File: src/rtl/match_window_monitor.sv
// -----------------------------------------------------------------------------
// match_window_monitor
//
// Consumes the Moore output of the 1001 sequence detector. Each rising edge of
// det is one match. Matches are counted over back-to-back programmable windows
// and into a saturating lifetime total. A sticky alarm is raised when a
// completed window's count reaches the threshold.
//
// Optional feature: define MATCH_GAP_EN to build the inter-match gap counter.
// Without it, gap_out and gap_valid are tied to 0 but the ports remain.
//
// Parameters
//   WIN_W  width of win_len and the window down-counter
//   CNT_W  width of per-window count, total and threshold
//   GAP_W  width of the inter-match gap counter
//
// Ports
//   clk          clock, all state on posedge
//   rst          asynchronous, active-high reset
//   det          detector match output (high one or more cycles per match)
//   enable       1 = run windows, 0 = idle / abort the current window
//   win_len      window length in cycles, sampled at each window start
//   thresh       alarm threshold, 0 disables the alarm
//   clr          synchronous clear of total, alarm and gap history
//   match_pulse  1-cycle pulse, one clk after each det rising edge
//   win_count    match count of the last completed window
//   win_done     1-cycle pulse in the cycle win_count takes its new value
//   total        lifetime match count, saturating at all-ones
//   alarm        sticky, set when a window count >= thresh (thresh != 0)
//   gap_out      cycles between the last two matches
//   gap_valid    1-cycle pulse in the cycle gap_out takes its new value
// -----------------------------------------------------------------------------
module match_window_monitor #(
    parameter int WIN_W = 8,
    parameter int CNT_W = 8,
    parameter int GAP_W = 16
) (
    input  logic             clk,
    input  logic             rst,
    input  logic             det,
    input  logic             enable,
    input  logic [WIN_W-1:0] win_len,
    input  logic [CNT_W-1:0] thresh,
    input  logic             clr,
    output logic             match_pulse,
    output logic [CNT_W-1:0] win_count,
    output logic             win_done,
    output logic [CNT_W-1:0] total,
    output logic             alarm,
    output logic [GAP_W-1:0] gap_out,
    output logic             gap_valid
);

    typedef enum logic [1:0] {
        S_IDLE,
        S_COUNT,
        S_REPORT
    } state_t;

    localparam logic [CNT_W-1:0] CNT_MAX = '1;

    state_t           state, state_nxt;
    logic             det_d;
    logic             det_rise;
    logic [WIN_W-1:0] wcnt, wcnt_nxt;
    logic [WIN_W-1:0] win_len_eff;
    logic [CNT_W-1:0] acc, acc_nxt;
    logic [CNT_W-1:0] acc_inc;
    logic [CNT_W-1:0] acc_start;
    logic [CNT_W-1:0] win_count_nxt;
    logic             win_done_nxt;
    logic             alarm_set;

    // A det held high for several cycles is a single match.
    assign det_rise = det & ~det_d;

    // A zero-length window would never terminate; treat it as one cycle.
    assign win_len_eff = (win_len == '0) ? WIN_W'(1) : win_len;
    assign acc_inc     = (acc == CNT_MAX) ? acc : acc + CNT_W'(1);
    // An edge in the cycle a window is (re)started is the first of that window.
    assign acc_start   = det_rise ? CNT_W'(1) : '0;

    // NOTE: every signal written here gets a default first so that no path
    // leaves it unassigned; otherwise synthesis infers a latch.
    always_comb begin
        state_nxt     = state;
        wcnt_nxt      = wcnt;
        acc_nxt       = acc;
        win_count_nxt = win_count;
        win_done_nxt  = 1'b0;
        alarm_set     = 1'b0;
        case (state)
            S_IDLE: begin
                if (enable) begin
                    state_nxt = S_COUNT;
                    wcnt_nxt  = win_len_eff;
                    acc_nxt   = acc_start;
                end
            end
            S_COUNT: begin
                if (!enable) begin
                    // Abort: the partial window is dropped without a report.
                    state_nxt = S_IDLE;
                end else begin
                    if (det_rise) begin
                        acc_nxt = acc_inc;
                    end
                    // wcnt holds the number of COUNT cycles left, this one included.
                    if (wcnt == WIN_W'(1)) begin
                        state_nxt = S_REPORT;
                    end else begin
                        wcnt_nxt = wcnt - WIN_W'(1);
                    end
                end
            end
            S_REPORT: begin
                win_count_nxt = acc;
                win_done_nxt  = 1'b1;
                alarm_set     = (thresh != '0) && (acc >= thresh);
                if (enable) begin
                    state_nxt = S_COUNT;
                    wcnt_nxt  = win_len_eff;
                    acc_nxt   = acc_start;
                end else begin
                    state_nxt = S_IDLE;
                end
            end
            default: begin
                state_nxt = S_IDLE;
            end
        endcase
    end

    // NOTE: sequential state uses non-blocking assignments so every register
    // samples the pre-edge values, independent of statement order.
    always_ff @(posedge clk or posedge rst) begin
        if (rst) begin
            state       <= S_IDLE;
            det_d       <= 1'b0;
            wcnt        <= '0;
            acc         <= '0;
            match_pulse <= 1'b0;
            win_count   <= '0;
            win_done    <= 1'b0;
        end else begin
            state       <= state_nxt;
            det_d       <= det;
            wcnt        <= wcnt_nxt;
            acc         <= acc_nxt;
            match_pulse <= det_rise;
            win_count   <= win_count_nxt;
            win_done    <= win_done_nxt;
        end
    end

    // Lifetime total counts regardless of enable; clr wins over a same-cycle edge.
    always_ff @(posedge clk or posedge rst) begin
        if (rst) begin
            total <= '0;
        end else if (clr) begin
            total <= '0;
        end else if (det_rise && (total != CNT_MAX)) begin
            total <= total + CNT_W'(1);
        end
    end

    // A new alarm condition wins over a same-cycle clr so it is never missed.
    always_ff @(posedge clk or posedge rst) begin
        if (rst) begin
            alarm <= 1'b0;
        end else if (alarm_set) begin
            alarm <= 1'b1;
        end else if (clr) begin
            alarm <= 1'b0;
        end
    end

`ifdef MATCH_GAP_EN
    localparam logic [GAP_W-1:0] GAP_MAX = '1;

    logic [GAP_W-1:0] gap_cnt;
    logic             gap_armed;

    // gap_cnt holds the cycles elapsed since the previous edge; the first edge
    // after rst/clr has no predecessor, so it only arms the counter.
    always_ff @(posedge clk or posedge rst) begin
        if (rst) begin
            gap_cnt   <= '0;
            gap_armed <= 1'b0;
            gap_out   <= '0;
            gap_valid <= 1'b0;
        end else begin
            gap_valid <= 1'b0;
            if (clr) begin
                gap_cnt   <= '0;
                gap_armed <= 1'b0;
            end else if (det_rise) begin
                if (gap_armed) begin
                    gap_out   <= gap_cnt;
                    gap_valid <= 1'b1;
                end
                gap_armed <= 1'b1;
                gap_cnt   <= GAP_W'(1);
            end else if (gap_armed && (gap_cnt != GAP_MAX)) begin
                gap_cnt <= gap_cnt + GAP_W'(1);
            end
        end
    end
`else
    assign gap_out   = '0;
    assign gap_valid = 1'b0;
`endif

endmodule

File: config.mk
export PLATFORM = sky130hd
export DESIGN_NAME = match_window_monitor
export DESIGN_NICKNAME = d
export VERILOG_FILES = /design/src/rtl/match_window_monitor.sv
export SDC_FILE = /design/constraint.sdc
export NUM_CORES = 1
export LEC_CHECK = 0
export ABC_CLOCK_PERIOD_IN_PS = 4100
export BUFFER_PORTS_ARGS = -buffer_cell sky130_fd_sc_hd__buf_2
export CELL_PAD_IN_SITES_DETAIL_PLACEMENT = 0
export CELL_PAD_IN_SITES_GLOBAL_PLACEMENT = 1
export CORE_MARGIN = 5
export CORE_UTILIZATION = 40
export DETAILED_ROUTE_END_ITERATION = 8
export GPL_TIMING_DRIVEN = 0
export PLACE_DENSITY = 0.77
export SYNTH_ARGS = -nofsm -noshare
export SYNTH_HDL_FRONTEND = slang
export SYNTH_SLANG_ARGS = --single-unit
export TNS_END_PERCENT = 10
File: constraint.sdc
create_clock -name clk -period 4.1 [get_ports clk]
set_input_delay 0.205 -clock clk [delete_from_list [all_inputs] [get_ports clk]]
set_output_delay 0.205 -clock clk [all_outputs]
set_load 0.1 [all_outputs]
After elaboration in Yosys (flattened, before gate mapping) --
Index checks and enable logic that the tools add are counted.
Storage, ports and cells: register bits 38, logic and storage cells 61
Cells by class: equal/unequal tests 12, magnitude comparators 1, reduce and logical (&&, ||, !) cells 12, $add $sub $neg 3, mux-type cells 22, bitwise gates (word level) 2
Operator list (count):
- $mux 8 | 10
- $pmux 8 s2 | 2
- $add 8x1->8 const B | 2
- $ne 2x2->1 const B | 5
- $eq 8x1->1 const B | 1
- $eq 8x8->1 const B | 1
- $ge 8x8->1 | 1
- $logic_not 8->1 | 1
- $ne 8x8->1 const B | 1
- $reduce_bool 8->1 | 1
- $sub 8x1->8 const B | 1
- $mux 1 | 6
- $mux 2 | 3
- $pmux 2 s3 | 1
- $reduce_bool 2->1 | 3
- $reduce_and 5->1 | 1
- $reduce_and 4->1 | 1
- $ne 3x3->1 const B | 1
- $eq 2x1->1 const B | 1
- $eq 2x2->1 const B | 1
- $logic_and 1x1->1 | 2
- $logic_not 2->1 | 1
- $ne 2x1->1 const B | 1
- $reduce_and 2->1 | 1
- other kinds (3) | 3

Logic depth before layout (Yosys ltp) --
Gate-level depths: netlist of the first run.
depth in word-level cells 5, depth in mapped cells 7, depth with buffers taken out 6

Least setup slack after synthesis of the first run --
Ideal clock, no wire load.
path kind reg-to-reg, start reg total[0], end reg total[7], path slack 1.951 ns, arrival time 2.024 ns, stages on the path, launching flop included 6, required time 3.975 ns, clock period less this slack 2.149 ns, path buffers 0, cells stage by stage dfrtp_1 > ha_1 > and4_1 > nor2_1 > nand3_1 > mux2_2
On the way: cells in the longest elaborated chain, start to end 3, elaborated cells on any way between the ends 6
Ends and longest elaborated chain:
- from (decl) | line 48 | output logic [CNT_W-1:0] total,
- from (signal assigned) | line 163 | total <= total + CNT_W'(1);
- $add 8x1->8 / $ne 8x8->1 (equally long branches) | line 163, 162
- $mux 8 / $logic_and 1x1->1 (equally long branches) | line 162 | end else if (det_rise && (total != CNT_MAX)) begin
- $mux 8 / $reduce_bool 2->1 (equally long branches)
Several ways; a longest one is shown, not always the timed one. The select of a mux whose other input is x is not followed. A chain may end at the register's enable or synchronous reset.

Final worst setup path of the first run --
start reg wcnt[0], end reg wcnt[6]
On the way: cells in the longest elaborated chain, start to end 4, elaborated cells on any way between the ends 7
Ends and longest elaborated chain:
- from (decl) | line 65 | logic [WIN_W-1:0] wcnt, wcnt_nxt;
- from (signal assigned) | line 148 | wcnt <= wcnt_nxt;
- $sub 8x1->8 | line 112 | wcnt_nxt = wcnt - WIN_W'(1);
- $mux 8 | line 109 | if (wcnt == WIN_W'(1)) begin
- $mux 8 | line 101 | if (!enable) begin
- $pmux 8 s2 | line 92 | case (state)
Several ways; a longest one is shown, not always the timed one. The select of a mux whose other input is x is not followed.

==> results of run 1 <==
==> routing by layer <==
layer,routed length [um],vias up
li1,-,922
met2,2160,45
met1,2210,838
met3,251,6
met5,0,-
met4,84,0
==> cells by family after synthesis <==
family	count (synthesis)	share of synthesized area, %
buffers and inverters	38	10.4
and+or+nand+nor	72	17.0
AOI/OAI and AO/OA	55	15.7
muxes	10	4.94
DFF	38	42.6
xor gates and xnor gates	6	2.36
adders and majority gates	12	6.73
other	1	0.168
==> cell usage in the layout (no fill, tap or decap), drive strengths merged, types with 2 or more instances in the layout <==
cell type / count
nand3: 9
a31oi: 2
a21oi: 18
o22ai: 3
or3: 4
nor2: 16
nor4b: 2
nand2: 15
xor2: 4
bufinv: 2
nor4: 4
dfrtp: 38
a21boi: 3
o311ai: 2
nor2b: 2
xnor2: 2
o211ai: 3
a2bb2oi: 2
nand4: 5
nand2b: 5
inv: 16
clkbuf: 6
nor3: 3
buf: 59
a221oi: 2
o21ai: 13
mux2i: 2
ha: 12
mux2: 8
conb: 17
==> worst reg2reg max path, stage by stage (launching register included) <==
cell       delay (ps)
dfrtp_1           430
inv_1             100
ha_1              180
or3b_4            400
or3_1             350
a21boi_1          160
a2bb2oi_1         150
==> final cells by class <==
cell class                 instances  area [um^2]
fill                             542         2770
multi-input combinational        172         1110
sequential                        38          951
timing repair buffer              38          190
buffer                            22          173
tap                               72         90.1
clock buffer                       5         68.8
clock inverter                     3         68.8
inverter                          16         60.1
==> through the flow <==
step	power, mW	hold WS [ps]	instance area (um^2)
floorplan	0.585	236	2290
global placement	0.620	355	2570
detailed placement	0.621	347	2570
CTS	1.01	29.3	2710
global route	1.04	25.7	2710
finish	0.996	40.1	2710
==> where the power goes <==
| part | leakage (nW) | internal, mW | switching [mW] | total (mW) |
|---|---|---|---|---|
| logic | 0.807 | 0.0574 | 0.139 | 0.197 |
| registers | 0.503 | 0.394 | 0.0229 | 0.417 |
| clock network | 0.0683 | 0.244 | 0.139 | 0.383 |
| total | 1.38 | 0.695 | 0.301 | 0.996 |
==> worst min-delay path by stage <==
stage | start | end | slack [ps] | depth (start not counted)
floorplan | det | det_d | 240 | 0
global placement | det | det_d | 360 | 1
detailed placement | det | det_d | 350 | 1
CTS | det | det_d | 30 | 1
global route | det | det_d | 30 | 1
finish | det | det_d | 40 | 1
==> state kept, by name, indices dropped and copies added, names as in the netlist <==
signal,cells
alarm,1
win_count,8
total,8
state,2
wcnt,8
win_done,1
det_d,1
acc,8
match_pulse,1
==> results.cfg, run 1 <==
[synth]
synthTopCellsByArea = dfrtp_1, ha_1, buf_4
synth_ff_type = dfrtp_1
yosysWarnings = 0
ys_types = 48
synth_seq_area_share_pct = 42.6
ys_seq_elements = 38
synth_edf_count = 0
synthArstFlopShare_pct = 100
synthCells = 232
syn_area_um2 = 2230
synth_most_common_cell = dfrtp_1
netlist_top_cells_count = dfrtp_1, a21oi_1, buf_4
yosys.area.top_type = dfrtp_1
post-synth-top-area-fraction_pct = 42.6
syn_avg_cell_area_um2 = 9.61

[global_route]
grt_pass1_vias = 1749
grt_max_degree = 39
grt_use_total_pct = 13.6
use_met2_pct = 21.9
met3_usage_pct = 3.34
grt_pass1_wl_um = 8010
grt.busiest_layer = met2
overflow = 0
use_met1_pct = 17.4
antenna_found_initial = 0

[setup_path]
crit_end = wcnt[6]
cp_top_family = simple AND/OR/NAND/NOR gates
crit_path_max_incr_delay_ps = 430
worst-setup-path-type = reg2reg
cp.arrival_ps = 2050
r2r_slack_ps = 2260
worst_setup_path_start_kind = flop
cp_num_cells = 6
cp_max_fo = 5
crit_chain = inv_1 -> ha_1 -> or3b_4 -> or3_1 -> a21boi_1 -> a2bb2oi_1
critPathBufInv = 1
cp-end-kind = flop
timing.rr.start = wcnt[0]
crit_path_top_delay_cell = dfrtp_1
r2r_end = wcnt[6]
reg2reg_depth = 6
required_ps = 4310
setup.worst_path.start = wcnt[0]

[detailed_routing]
dr.pass1.iters = 4
avgRoutedWirePerCell_um = 12.9
vias_per_cell = 4.95
drc = 0
route.vias.total = 1811
wl_um = 4710
drt_iter0_markers = 72
final_antenna_net_count = 0

[placed_design]
io_buffers = 38
finalWeightedCongestion = 0.792
dp_cells = 358
dp_slack_ps = 2300
dpl.hpwl_um = 3540

[layout]
syn_to_final_growth_pct = 21.4
n_antenna_cell = 0
final_cells = 366
final_nets = 326
drive_above_1_share_pct = 27.2
finalCoreUtilization_pct = 49.5

[sta]
fin_crit_ps = 1840
skew_ps = 10.6
worst_slack_ps = 2260
finalCritPeriodShare_pct = 44.8
fmax_ghz = 0.545
rsz0062_at_grt = no
tns_ps = 0
setup_viol = 0
hold_viol_final = 0
tightest_slew_ps = 810
slew_violations = 0
max_slew_margin_pct = 46.0

[clock_network]
postCtsHoldBufs = 0
cts_buffers = 5
cts_tree = built
insertion_delay_ps = 290
cts_post_setup_buffers_inserted = 0
clockRootBuffer = clkbuf_8
cts.clk_slew.worst_paths_ps = 80
cts_max_level = 2
max-clock-path-buffers = 2
cts_resized = 0
clock-sinks = 38

[floorplan]
rows = 27
die_area_um2 = 7170
start_util_pct = 40.7
ioPinCount = 57
chipWidth_um = 84.7
die_h_um = 84.7
coreArea_um2 = 5470

[hold_path]
hold_class = in2reg

[power]
worst_ir_drop_vdd_mv = 0.130
p_per_area_nw_per_um2 = 368
leakagePower_nw = 1.38

[flow_run]
cap_viol_max_count = 0

[status]
status = completed
Note: power is estimated with default switching activity, not from simulation.
==> run 2, diff against run 1 <==
ABC_CLOCK_PERIOD_IN_PS = 1540   (was 4100)
CORE_UTILIZATION = 36   (was 40)
PLACE_DENSITY = 0.73   (was 0.77)
clock period = 1.54 ns   (was 4.1 ns; I/O delays follow)
==> run 2 against run 1 <==
Compared with the run above:
- the run now ends with setup timing left
- cell count up 1.6%
- combinational power rose to 2.9 times the previous value
- worst setup slack worse by 2400 ps
- cell area up 5.8%
==> results.cfg, run 2 (synthesis results as in run 1) <==
[clock_network]
cts_buffers = 5
cts.clk_slew.worst_paths_ps = 80
cts_max_level = 2
cts_tree = built
max-clock-path-buffers = 2
clock-sinks = 38
insertion_delay_ps = 290
clockRootBuffer = clkbuf_8

[sta]
tns_ps = -799
finalCritPeriodShare_pct = 112
skew_ps = 9.98
fmax_ghz = 0.580
tightest_slew_ps = 805
slew_violations = 0
worst_slack_ps = -184
fin_crit_ps = 1720
rsz0062_at_grt = yes
max_slew_margin_pct = 46.2
hold_viol_final = 0
setup_viol = 9

[layout]
syn_to_final_growth_pct = 28.5
drive_above_1_share_pct = 36.0
final_cell_mix = buf_2, dfrtp_1, a21oi_1, buf_4, conb_1
n_antenna_cell = 0
final_nets = 329
final_cells = 372
final_common_cell = buf_2

[detailed_routing]
drt_iter0_markers = 52
route.vias.total = 1846
vias_per_cell = 4.96
final_antenna_net_count = 0
drc = 0
avgRoutedWirePerCell_um = 13.2
dr.pass1.iters = 4
wl_um = 4910

[setup_path]
worst-setup-path-type = reg2reg
worst_setup_path_start_kind = flop
reg2reg_depth = 6
required_ps = 1750
cp_max_fo = 3
cp.arrival_ps = 1940
cp-end-kind = flop

[floorplan]
die_h_um = 88.7
ioPinCount = 57
coreArea_um2 = 5960
die_area_um2 = 7870
chipWidth_um = 88.7
rows = 28
start_util_pct = 37.4

[global_route]
grt_pass1_wl_um = 8380
overflow = 0
grt_pass1_vias = 1798
grt_use_total_pct = 13.6
antenna_found_initial = 0
grt_max_degree = 39

[placed_design]
dp_slack_ps = -257
dpl.hpwl_um = 3660
dp_cells = 361
finalWeightedCongestion = 0.805
io_buffers = 38

[power]
worst_ir_drop_vdd_mv = 0.403
p_total_mw = 2.71
p_per_area_nw_per_um2 = 948
leakagePower_nw = 1.37

[status]
violations = setup timing
status = finished, violations left

[hold_path]
whs_path_depth = 3
hold_class = in2reg

[flow_run]
cap_viol_max_count = 0
[run 2: changes by cell type in the layout (fill, tap and decap cells not counted), moves of 3 or more]
cell / change
dfrtp_1: -11
dfrtp_2: +9
ha_1: -3
ha_4: +3
[run 2: report_power, final]
group	total (mW)	internal, mW	switching (mW)
sequential	1.13	1.05	0.0737
combinational	0.564	0.179	0.385
clock	1.03	0.649	0.376
[run 2: worst paths after layout]
| kind | start | end | slack [ps] |
|---|---|---|---|
| max | wcnt[0] | wcnt[6] | -180 |
| min | win_len[7] | wcnt[7] | 50 |
| max reg2reg | wcnt[0] | wcnt[6] | -180 |
| min reg2reg | win_count[0] | win_count[0] | 490 |
| max in group asynchronous | rst | total[0] | 470 |
| min in group asynchronous | rst | wcnt[3] | 480 |
[run 2: critical path: stages, from the launching register on]
cell,delay (ps)
dfrtp_1,410
inv_2,90
ha_4,140
or3b_4,380
or3_4,350
a21boi_2,120
a2bb2oi_1,150
[run 2: what timing repair did]
action	4_1_cts	5_1_grt
pin swaps	3	4
endpoints found under the hold margin	39	0
hold buffers	2	0
gates resized for setup	11	10
buffers inserted	1	0
endpoints found under the setup margin	14	19
[run 2: area by class of cell]
type	instances	area, um^2
tap	75	93.8
multi-input combinational	172	1210
inverter	16	60.1
timing repair buffer	41	218
buffer	22	173
clock inverter	3	68.8
fill	582	3090
clock buffer	5	68.8
sequential	38	970
[run 2: layer usage]
metal	track usage, %	wire length (um)	vias to the layer above
met5	0	0	-
met4	4.12	70	0
met3	3.54	352	9
met2	21.4	2190	61
met1	18.2	2300	842
li1	-	-	934
[run 2: metrics by stage]
step	hold WS [ps]	instance area (um^2)	util [%]
floorplan	108	2330	-
global placement	215	2610	43.8
detailed placement	218	2610	43.8
CTS	41.2	2810	47.2
global route	53.8	2860	48.1
finish	51.2	2860	48.1
==> run 3, diff against run 2 <==
PLACE_DENSITY = 0.77   (was 0.73)
==> run 3 against run 2 <==
Compared with the run above:
- the run still ends with setup timing left
- clock skew decreased by 6.1 ps
- critical path type unchanged
- sequential share of layout area fell by 0.60 points
- register-to-register slack improved by 30 ps
- first-iteration DRC count rose by 69%
- maximum frequency increased by 2.0%
- cell area rose by 1.7%
- total power fell by 4.2%
- combinational power grew 14%
==> results.cfg, run 3 (synthesis results as in run 1) <==
[layout]
drive_above_1_share_pct = 38.7
design_area_um2 = 2910
final_common_cell = buf_2
syn_to_final_growth_pct = 30.6
final_cell_mix = buf_2, dfrtp_1, buf_4, a21oi_1, conb_1
final_nets = 337
n_antenna_cell = 0

[status]
violations = setup timing
status = finished, violations left

[global_route]
grt_use_total_pct = 13.8
grt_pass1_vias = 1873
overflow = 0
antenna_found_initial = 0
grt_pass1_wl_um = 8570
grt_max_degree = 39

[detailed_routing]
drt_iter0_markers = 88
wl_um = 4980
drc = 0
dr.pass1.iters = 4
avgRoutedWirePerCell_um = 13.1
final_antenna_net_count = 0
route.vias.total = 1831
vias_per_cell = 4.82

[sta]
fin_crit_ps = 1690
hold_viol_final = 0
slew_violations = 0
worst_slack_ps = -150
fmax_ghz = 0.592
tightest_slew_ps = 815
finalCritPeriodShare_pct = 110
setup_viol = 9
max_slew_margin_pct = 45.6
holdWs_ps = 51.5
skew_ps = 3.85
rsz0062_at_grt = yes

[clock_network]
clockRootBuffer = clkbuf_8
cts_buffers = 5
insertion_delay_ps = 290
clock-sinks = 38
cts.clk_slew.worst_paths_ps = 80
cts_tree = built
max-clock-path-buffers = 2
cts_max_level = 2

[floorplan]
start_util_pct = 37.4
rows = 28
chipWidth_um = 88.7
die_h_um = 88.7
die_area_um2 = 7870
ioPinCount = 57
coreArea_um2 = 5960

[setup_path]
cp_max_fo = 3
cp.arrival_ps = 1910
required_ps = 1760
cp-end-kind = flop
worst-setup-path-type = reg2reg
worst_setup_path_start_kind = flop

[placed_design]
place_area_um2 = 2610
finalWeightedCongestion = 0.766
io_buffers = 38
dpl.hpwl_um = 3550

[power]
worst_ir_drop_vdd_mv = 0.368
leakagePower_nw = 1.42
p_per_area_nw_per_um2 = 893

[flow_run]
cap_viol_max_count = 0

[hold_path]
hold_class = in2reg
[run 3: cell type report]
| class | instances | area (um^2) |
|---|---|---|
| fill | 587 | 3040 |
| multi-input combinational | 172 | 1230 |
| sequential | 38 | 968 |
| timing repair buffer | 49 | 278 |
| buffer | 22 | 176 |
| tap | 75 | 93.8 |
| clock buffer | 5 | 68.8 |
| inverter | 16 | 60.1 |
| clock inverter | 3 | 40.0 |
[run 3: layer usage]
metal	wire (um)	part of all wire (%)	up-vias	global-route usage, %
met1	2280	46	836	17.2
met3	308	6.2	6	3.63
met4	48	0.96	0	4.12
li1	-	-	941	-
met2	2340	47	48	23.3
met5	0	0	-	0
[run 3: power by group]
| group | internal, mW | switching, mW | leakage, nW |
|---|---|---|---|
| Sequential | 1.05 | 0.0756 | 0.486 |
| Clock | 0.477 | 0.354 | 0.0579 |
| Combinational | 0.232 | 0.412 | 0.871 |
| Total | 1.76 | 0.841 | 1.42 |
[run 3: path summary, 6_finish.rpt]
check                        startpoint      endpoint  slack (ps)  depth (start not counted)
setup / recovery                wcnt[0]       wcnt[6]        -150                          6
hold / removal               win_len[7]       wcnt[7]          50                          3
setup reg to reg                wcnt[0]       wcnt[6]        -150                          6
hold reg to reg            win_count[0]  win_count[0]         490                          2
max in group asynchronous           rst      total[1]         450                          3
min in group asynchronous           rst      total[0]         490                          3
[run 3: per-stage QoR]
step | setup WS, ps | std cells | utilization [%] | total power [mW] | setup TNS (ps)
finish | -150 | 380 | 48.9 | 2.60 | -625
global route | -230 | 380 | 48.9 | 2.76 | -1750
CTS | -186 | 379 | 48.2 | 2.60 | -586
detailed placement | -257 | 361 | 43.8 | 1.66 | -1880
global placement | -242 | 361 | 43.8 | 1.65 | -2710
floorplan | -134 | 248 | - | 1.56 | -453
[run 3: worst max-delay path, cell delays in order (launching register included)]
cell and delay, ps:
dfrtp_1 400, inv_2 80, ha_4 140, or3b_4 380, or3_4 350, a21boi_2 140, a2bb2oi_2 130
[run 3: repair_timing]
item | CTS | global route
hold endpoints to repair | 39 | 0
pin swaps | 9 | 3
setup buffers | 8 | 1
hold buffers | 2 | 0
setup endpoints to repair | 14 | 18
resized for setup | 18 | 9
